--- src/rtl/bram_pkg.sv ---
// Shared BRAM definitions: port widths, the loader/writer state encoding
// and the per-layer base addresses in the shared single-port BRAM.
package bram_pkg;

  localparam int BRAM_ADDR_WIDTH = 18;
  localparam int BRAM_DATA_WIDTH = 8;

  typedef enum logic [1:0] {
    IDLE  = 2'b00,
    WRITE = 2'b01,
    DONE  = 2'b10
  } state_e;

  localparam logic [BRAM_ADDR_WIDTH-1:0] LAYER0_BASE_ADDR = 18'h00000;
  localparam logic [BRAM_ADDR_WIDTH-1:0] LAYER1_BASE_ADDR = 18'h10000;
  localparam logic [BRAM_ADDR_WIDTH-1:0] LAYER2_BASE_ADDR = 18'h20000;
  localparam logic [BRAM_ADDR_WIDTH-1:0] RESULT_BASE_ADDR = 18'h30000;

endpackage

--- src/rtl/bram_wr_sequencer.sv ---
// Element counter and BRAM address generator for one burst of NUM_ELEMS
// consecutive writes; en/wen/addr are registered.
module bram_wr_sequencer
  import bram_pkg::*;
#(
  parameter int          NUM_ELEMS  = 8,
  parameter int          ADDR_WIDTH = BRAM_ADDR_WIDTH,
  parameter int unsigned BASE_ADDR  = 0,
  parameter int          CNT_W      = $clog2(NUM_ELEMS + 1)
) (
  input  logic                  clk,
  input  logic                  rst,
  input  logic                  clear,
  input  logic                  active,
  output logic                  bram_en,
  output logic                  bram_wen,
  output logic [ADDR_WIDTH-1:0] bram_addr,
  output logic [CNT_W-1:0]      idx,
  output logic                  issue,
  output logic                  last
);

  localparam logic [ADDR_WIDTH-1:0] BASE = ADDR_WIDTH'(BASE_ADDR);

  logic [CNT_W-1:0]      cnt_q, cnt_d;
  logic                  en_q, en_d;
  logic [ADDR_WIDTH-1:0] addr_q, addr_d;

  // last means every element has been issued; the counter reaches NUM_ELEMS
  assign last  = (cnt_q == CNT_W'(NUM_ELEMS));
  assign issue = active && !last;
  assign idx   = cnt_q;

  always_comb begin
    cnt_d  = cnt_q;
    en_d   = 1'b0;
    addr_d = addr_q;
    if (clear) begin
      cnt_d = '0;
    end else if (issue) begin
      cnt_d  = cnt_q + 1'b1;
      en_d   = 1'b1;
      addr_d = BASE + ADDR_WIDTH'(cnt_q);
    end
  end

  always_ff @(posedge clk) begin
    if (rst) begin
      cnt_q  <= '0;
      en_q   <= 1'b0;
      addr_q <= BASE;
    end else begin
      cnt_q  <= cnt_d;
      en_q   <= en_d;
      addr_q <= addr_d;
    end
  end

  // write-only port: every enabled cycle is a write
  assign bram_en   = en_q;
  assign bram_wen  = en_q;
  assign bram_addr = addr_q;

endmodule

--- src/rtl/bram_result_writer.sv ---
// Writes a layer's flat output vector into the shared BRAM, one element per
// cycle from BASE_ADDR. Optional WRITE_CHECKSUM_EN adds a running element sum.
module bram_result_writer
  import bram_pkg::*;
#(
  parameter int          NUM_ELEMS  = 8,
  parameter int          W          = BRAM_DATA_WIDTH,
  parameter int          ADDR_WIDTH = BRAM_ADDR_WIDTH,
  parameter int unsigned BASE_ADDR  = 0
) (
  input  logic                   clk,
  input  logic                   rst,
  input  logic                   start,
  input  logic [NUM_ELEMS*W-1:0] data_in,
  output logic                   bram_en,
  output logic                   bram_wen,
  output logic [ADDR_WIDTH-1:0]  bram_addr,
  output logic [W-1:0]           bram_din,
  output logic                   busy,
  output logic                   done
`ifdef WRITE_CHECKSUM_EN
  ,
  output logic [W+15:0]          checksum
`endif
);

  localparam int CNT_W = $clog2(NUM_ELEMS + 1);

  state_e                 state_q, state_d;
  logic [NUM_ELEMS*W-1:0] shadow_q, shadow_d;
  logic [W-1:0]           din_q, din_d;
  logic                   busy_q, busy_d;
  logic                   done_q, done_d;
  logic [W-1:0]           elem;
  logic [CNT_W-1:0]       seq_idx;
  logic                   seq_issue, seq_last, start_ok;

  assign start_ok = start && (state_q == IDLE || state_q == DONE);

  bram_wr_sequencer #(
    .NUM_ELEMS (NUM_ELEMS),
    .ADDR_WIDTH(ADDR_WIDTH),
    .BASE_ADDR (BASE_ADDR),
    .CNT_W     (CNT_W)
  ) u_seq (
    .clk      (clk),
    .rst      (rst),
    .clear    (start_ok),
    .active   (state_q == WRITE),
    .bram_en  (bram_en),
    .bram_wen (bram_wen),
    .bram_addr(bram_addr),
    .idx      (seq_idx),
    .issue    (seq_issue),
    .last     (seq_last)
  );

  always_comb begin
    elem = '0;
    for (int i = 0; i < NUM_ELEMS; i++) begin
      if (seq_idx == CNT_W'(i)) elem = shadow_q[i*W +: W];
    end
  end

  always_ff @(posedge clk) begin
    if (rst) state_q <= IDLE;
    else     state_q <= state_d;
  end

  always_comb begin
    state_d = state_q;
    case (state_q)
      IDLE:    if (start) state_d = WRITE;
      WRITE:   if (seq_last) state_d = DONE;
      DONE:    if (start) state_d = WRITE;
      default: state_d = IDLE;
    endcase
  end

  // registered outputs are computed one edge ahead from the current state
  always_comb begin
    shadow_d = shadow_q;
    din_d    = din_q;
    busy_d   = 1'b0;
    done_d   = 1'b0;
    case (state_q)
      IDLE: if (start) shadow_d = data_in;
      WRITE: begin
        if (seq_issue) begin
          busy_d = 1'b1;
          din_d  = elem;
        end else begin
          done_d = 1'b1;
        end
      end
      DONE: begin
        if (start) shadow_d = data_in;
        else       done_d   = 1'b1;
      end
      default: ;
    endcase
  end

  always_ff @(posedge clk) begin
    if (rst) begin
      shadow_q <= '0;
      din_q    <= '0;
      busy_q   <= 1'b0;
      done_q   <= 1'b0;
    end else begin
      shadow_q <= shadow_d;
      din_q    <= din_d;
      busy_q   <= busy_d;
      done_q   <= done_d;
    end
  end

  assign bram_din = din_q;
  assign busy     = busy_q;
  assign done     = done_q;

`ifdef WRITE_CHECKSUM_EN
  logic [W+15:0] chk_q, chk_d;

  always_comb begin
    chk_d = chk_q;
    if (start_ok)       chk_d = '0;
    else if (seq_issue) chk_d = chk_q + (W+16)'(elem);
  end

  always_ff @(posedge clk) begin
    if (rst) chk_q <= '0;
    else     chk_q <= chk_d;
  end

  assign checksum = chk_q;
`endif

endmodule

--- config.mk ---
export PLATFORM = sky130hd
export DESIGN_NAME = bram_result_writer
export DESIGN_NICKNAME = d
export VERILOG_FILES = /design/src/rtl/bram_pkg.sv /design/src/rtl/bram_wr_sequencer.sv /design/src/rtl/bram_result_writer.sv
export SDC_FILE = /design/constraint.sdc
export NUM_CORES = 1
export LEC_CHECK = 0
export ABC_AREA = 1
export BUFFER_PORTS_ARGS = -buffer_cell sky130_fd_sc_hd__buf_4
export CORE_ASPECT_RATIO = 0.6
export CORE_MARGIN = 10
export CORE_UTILIZATION = 30
export CTS_CLUSTER_DIAMETER = 50
export CTS_CLUSTER_SIZE = 25
export DETAILED_ROUTE_END_ITERATION = 10
export HOLD_SLACK_MARGIN = 0.15
export SLEW_MARGIN = 5
export SYNTH_ARGS = -nofsm -noshare
export SYNTH_HDL_FRONTEND = slang
export SYNTH_HIERARCHICAL = 1
export SYNTH_SLANG_ARGS = --single-unit
--- constraint.sdc ---
create_clock -name clk -period 2.7 [get_ports clk]
set_input_delay 0.27 -clock clk [delete_from_list [all_inputs] [get_ports clk]]
set_output_delay 0.27 -clock clk [all_outputs]
set_load 0.01 [all_outputs]
# Word-level counts from Yosys, hierarchy flattened
# Cells that the tools add are included.
[totals]
regBits = 85
latchBits = 0
ramBits = 0
mem_bits_ro = 0
input_bits = 67
out_inout_bits = 30
elab_cells = 51
mem_count = 0
[op_classes]
addsub = 1
n_mul = 0
div = 0
order_cmp = 0
eq_ne = 12
n_shift = 0
mux = 15
bitwise = 2
reduce_logical = 13
[op_table]
columns = ["cell", "n"]
rows = [
  ["8-bit two-way mux", 8],
  ["4-bit by 3-bit == test with 1-bit output, second input constant", 4],
  ["4-bit by 2-bit == test with 1-bit output, second input constant", 2],
  ["2-bit AND reduction", 4],
  ["2-bit OR reduction", 3],
  ["4-bit by 1-bit adder with 4-bit output, second input constant", 1],
  ["4-bit by 1-bit == test with 1-bit output, second input constant", 1],
  ["4-bit == test, second input constant", 1],
  ["4-bit logical NOT", 1],
  ["2-bit two-way mux", 2],
  ["2-bit one-hot mux with 2 select lines", 1],
  ["1-bit two-way mux", 3],
  ["2-bit by 1-bit == test with 1-bit output, second input constant", 1],
  ["2-bit == test, second input constant", 1],
  ["1-bit logical AND", 2],
  ["2-bit logical NOT", 1],
  ["2-bit by 1-bit inequality test with 1-bit output, second input constant", 1],
  ["2-bit inequality test, second input constant", 1],
  ["1-bit inverter", 2],
  ["1-bit one-hot mux with 2 select lines", 1],
  ["1-bit logical NOT", 1],
  ["1-bit logical OR", 1],
]

# Logic depth before layout (Yosys ltp)
[logic_depth]
ltp_word = 9
ltp_mapped = 12
depth_no_buf = 11

# Modules after synthesis
# Netlist, hierarchy kept.
[by_module_without_submodules]
columns = ["mod", "n_inst", "cells_each", "area_per_inst_um2", "seq_area_each_um2"]
rows = [
  ["bram_result_writer", 1, 453, 3206.8, 1521.5],
  ["bram_wr_sequencer", 1, 80, 581.8, 180.2],
]

# Worst setup path before layout
# No wires, ideal clock.
[synth_path]
kind = "reg-to-reg"
startpoint = "reg u_seq.cnt_q[1], in the netlist u_seq/idx[1]"
endpoint = "reg din_q[1], in the netlist bram_din[1]"
arrival_time_ns = 1.938
required_ns = 2.634
slack_ns = 0.696
stages_incl_launch_ff = 13
path_cell_list = "dfxtp_1 inv_1 ha_1 nand3_4 inv_1 nor2_1 nand2_1 inv_1 clkbuf_1 o21ai_0 inv_1 nand2_1 a21oi_2"
[synth_between]
word_cells_on_any_way = 20
cone_classes = "8 x eq/ne; 8 x mux; 4 x reduce/logical"
[synth_lines]
columns = ["item", "line_no", "text"]
rows = [
  ["start, declared", "bram_wr_sequencer.sv:25", "logic [CNT_W-1:0] cnt_q, cnt_d;"],
  ["start signal, assigned", "bram_wr_sequencer.sv:53", "cnt_q <= cnt_d;"],
  ["4-bit == test", "bram_wr_sequencer.sv:30", "assign last = (cnt_q == CNT_W'(NUM_ELEMS));"],
  ["named net seq_last", "bram_result_writer.sv:36", "logic seq_issue, seq_last, start_ok;"],
  ["1-bit logical NOT", "bram_wr_sequencer.sv:31", "assign issue = active && !last;"],
  ["1-bit logical AND", "bram_wr_sequencer.sv:31", ""],
  ["named net seq_issue", "bram_result_writer.sv:36", ""],
  ["2-bit AND reduction (no line)", "--", ""],
  ["end signal, assigned", "bram_result_writer.sv:112", "din_q <= din_d;"],
  ["end, declared", "bram_result_writer.sv:31", "logic [W-1:0] din_q, din_d;"],
]
# The timed path passes the listed nets, and every way through them passes these cells.
# A chain may end at the register's enable or synchronous reset.

# Final worst setup path
[layout_path]
startpoint = "reg u_seq.cnt_q[1], in the netlist u_seq/idx[1]"
endpoint = "reg din_q[2], in the netlist bram_din[2]"
# The elaborated chain is that of the path after synthesis.

==> reports/metrics.cfg <==
[worst_setup_path]
arrival_ns = 2.54
regToRegEndpoint = bram_din[2]
critPathKind = reg2reg
r2r_start = u_seq/idx[1]
reg2reg_depth = 11
worstSetupEndpointType = register
cp-startpoint = u_seq/idx[1]
crit_fanout = 11
start_kind = register
r2r_setup_slack_ns = 0.44
worstPathRequired_ns = 2.98

[global_route]
overflow = 0
antenna_found_initial = 0
grt_pass1_vias = 3644
grt_usage_pct = 13.1
grt_pass1_wl_um = 18600
grt_max_degree = 62

[min_path]
hold_depth = 3
hold_class = in2reg
hold_path.startpoint = data_in[43]
min_to = shadow_q[43]

[floorplanning]
initial_core_util_pct = 31.0
die-width_um = 165
row_count = 31
ioPinCount = 97
die_h_um = 107
die_area_mm2 = 0.0177
core_mm2 = 0.0122

[final_layout]
syn_to_final_growth_pct = 33.8
nets = 701
final_area_mm2 = 0.00507
diodes = 0
drive_gt1_share_pct = 19.6

[synthesis]
synth_area_leader_cell = dfxtp_1
synthCells = 533
async_flop_share_pct = 0
postSynthAreaPerCell_um2 = 7.11
ys.warnings.count = 6
yosysSeqAreaShare_pct = 44.9
synth_area_mm2 = 0.00379
ys.flop_type = dfxtp_1
synth_cell_types = 27
synth_top_area_share_pct = 44.9
synth.area.top_cells = dfxtp_1 (45%), nor2_1 (15%), o21ai_0 (9.1%), nand2_1 (5.7%), nand3_1 (4.9%)
synth-edff-count = 0
synth_common_cells = nor2_1 (147), dfxtp_1 (85), o21ai_0 (69)
yosysMostFrequentCell = nor2_1
ys_ff_latch = 85

[status]
outcome = finished, final reports clean

[run]
cap_violations = 0

[detailed_routing]
drt.antenna.violating_nets = 0
viasPerCell = 4.59
drc_errors = 0
first_pass_iters = 5
wl_per_cell_um = 14.3
vias = 3670
wirelength_um = 11400
dr.first_iter.drc_count = 294

[placed_design]
dp_slack_ns = 0.435
dp_hpwl_um = 8670
dpl-instance-area_mm2 = 0.00449
port_buffers = 82
finalWeightedCongestion = 0.880

[sta]
hold_viol = 0
fin_skew_ns = 0.00948
setup_violations = 0
fmax_mhz = 442
whs_ns = 0.154
period_share_pct = 83.7
post-route-min-period_ns = 2.26
rsz0062_at_grt = no
max_slew_margin_pct = 45.8
slew_violations = 0
worst_pin_slew_ns = 0.811
worst_slack_ns = 0.439
tns_ns = 0

[clock_tree]
cts_sinks = 85
cts_setup_buffers = 0
tritoncts = built
numCtsBuffers = 9
cts_root_buf = clkbuf_16
cts.clk_slew.worst_paths_ns = 0.06
cts.repair.resized = 0
htreeDepth = 3
cts_buffer_depth = 2
clk_latency_ns = 0.35
cts_hold_buffers = 25

[pwr]
cellLeakagePower_nw = 2.26
vdd_ir_drop_max_v = 0.000357
power.density_mw_per_mm2 = 686
p_total_w = 0.00347

==> worst max path at each step <==
stage / to / slack (ns) / cells past startpoint
floorplan: bram_din[1] / 0.70 / 12
global placement: bram_din[2] / 0.61 / 11
detailed placement: bram_din[1] / 0.44 / 11
CTS: bram_din[1] / 0.42 / 11
global route: bram_din[1] / 0.12 / 11
finish: bram_din[2] / 0.44 / 11
==> sequential cells by signal, indices dropped and copies added, names as in the netlist <==
| signal | count |
|---|---|
| done | 1 |
| state_q | 2 |
| u_seq/idx | 4 |
| bram_din | 8 |
| shadow_q | 64 |
| u_seq/bram_addr | 4 |
| busy | 1 |
| u_seq/bram_en | 1 |
==> cells by family (layout without fill, tap and decap cells) <==
family,count (synthesis),in the layout,synth area share (%)
AOI/OAI and AO/OA,101,101,13.9
adders and majority gates,5,5,1.65
buffers and inverters,78,166,9.41
DFF,85,85,44.9
other,1,14,0.0990
and+or+nand+nor,263,263,30.0
==> layout by cell type, fill, tap and decap left out, drive strengths merged <==
| master | instances |
|---|---|
| a21oi | 22 |
| a31oi | 1 |
| buf | 87 |
| bufinv | 2 |
| clkbuf | 10 |
| clkinvlp | 2 |
| conb | 14 |
| dfxtp | 85 |
| dlygate4sd3 | 25 |
| ha | 5 |
| inv | 40 |
| nand2 | 58 |
| nand3 | 39 |
| nand3b | 1 |
| nand4 | 10 |
| nor2 | 152 |
| nor3 | 3 |
| o21ai | 77 |
| o22ai | 1 |
==> metrics by stage <==
stage,utilization [%],instances
final,41.5,799
after floorplan,-,546
after CTS,41.5,799
after global routing,41.5,799
after global placement,36.7,758
after detailed placement,36.7,758
==> layer usage <==
metal | global-route usage [%] | wire, µm | vias to the layer above
met5 | 0 | 0 | -
met1 | 18.9 | 5840 | 1631
met4 | 3.84 | 129 | 0
li1 | - | - | 1888
met3 | 4.05 | 1030 | 14
met2 | 17.9 | 4430 | 137
==> critical path: stages, from the launching register on <==
cell,delay (ns)
dfxtp_1,0.61
inv_1,0.14
ha_1,0.26
nand3_4,0.15
inv_1,0.09
nor2_1,0.12
nand2_1,0.18
inv_1,0.27
o21ai_0,0.14
inv_1,0.07
nand2_1,0.06
a21oi_2,0.12
==> final cells by class <==
cell class	instances	area [µm²]
Clock buffer	10	239
Clock inverter	6	92.6
Fill cell	1253	7150
Inverter	38	143
Multi-Input combinational cell	383	1780
Sequential cell	85	1700
Tap cell	165	206
Timing Repair Buffer	112	903
==> power breakdown <==
part,internal (W),switching (W),total [W]
Clock,0.000841,0.000516,0.00136
Combinational,0.000242,0.000360,0.000602
Sequential,0.00141,0.000106,0.00151
(Power assumes the default switching activity.)
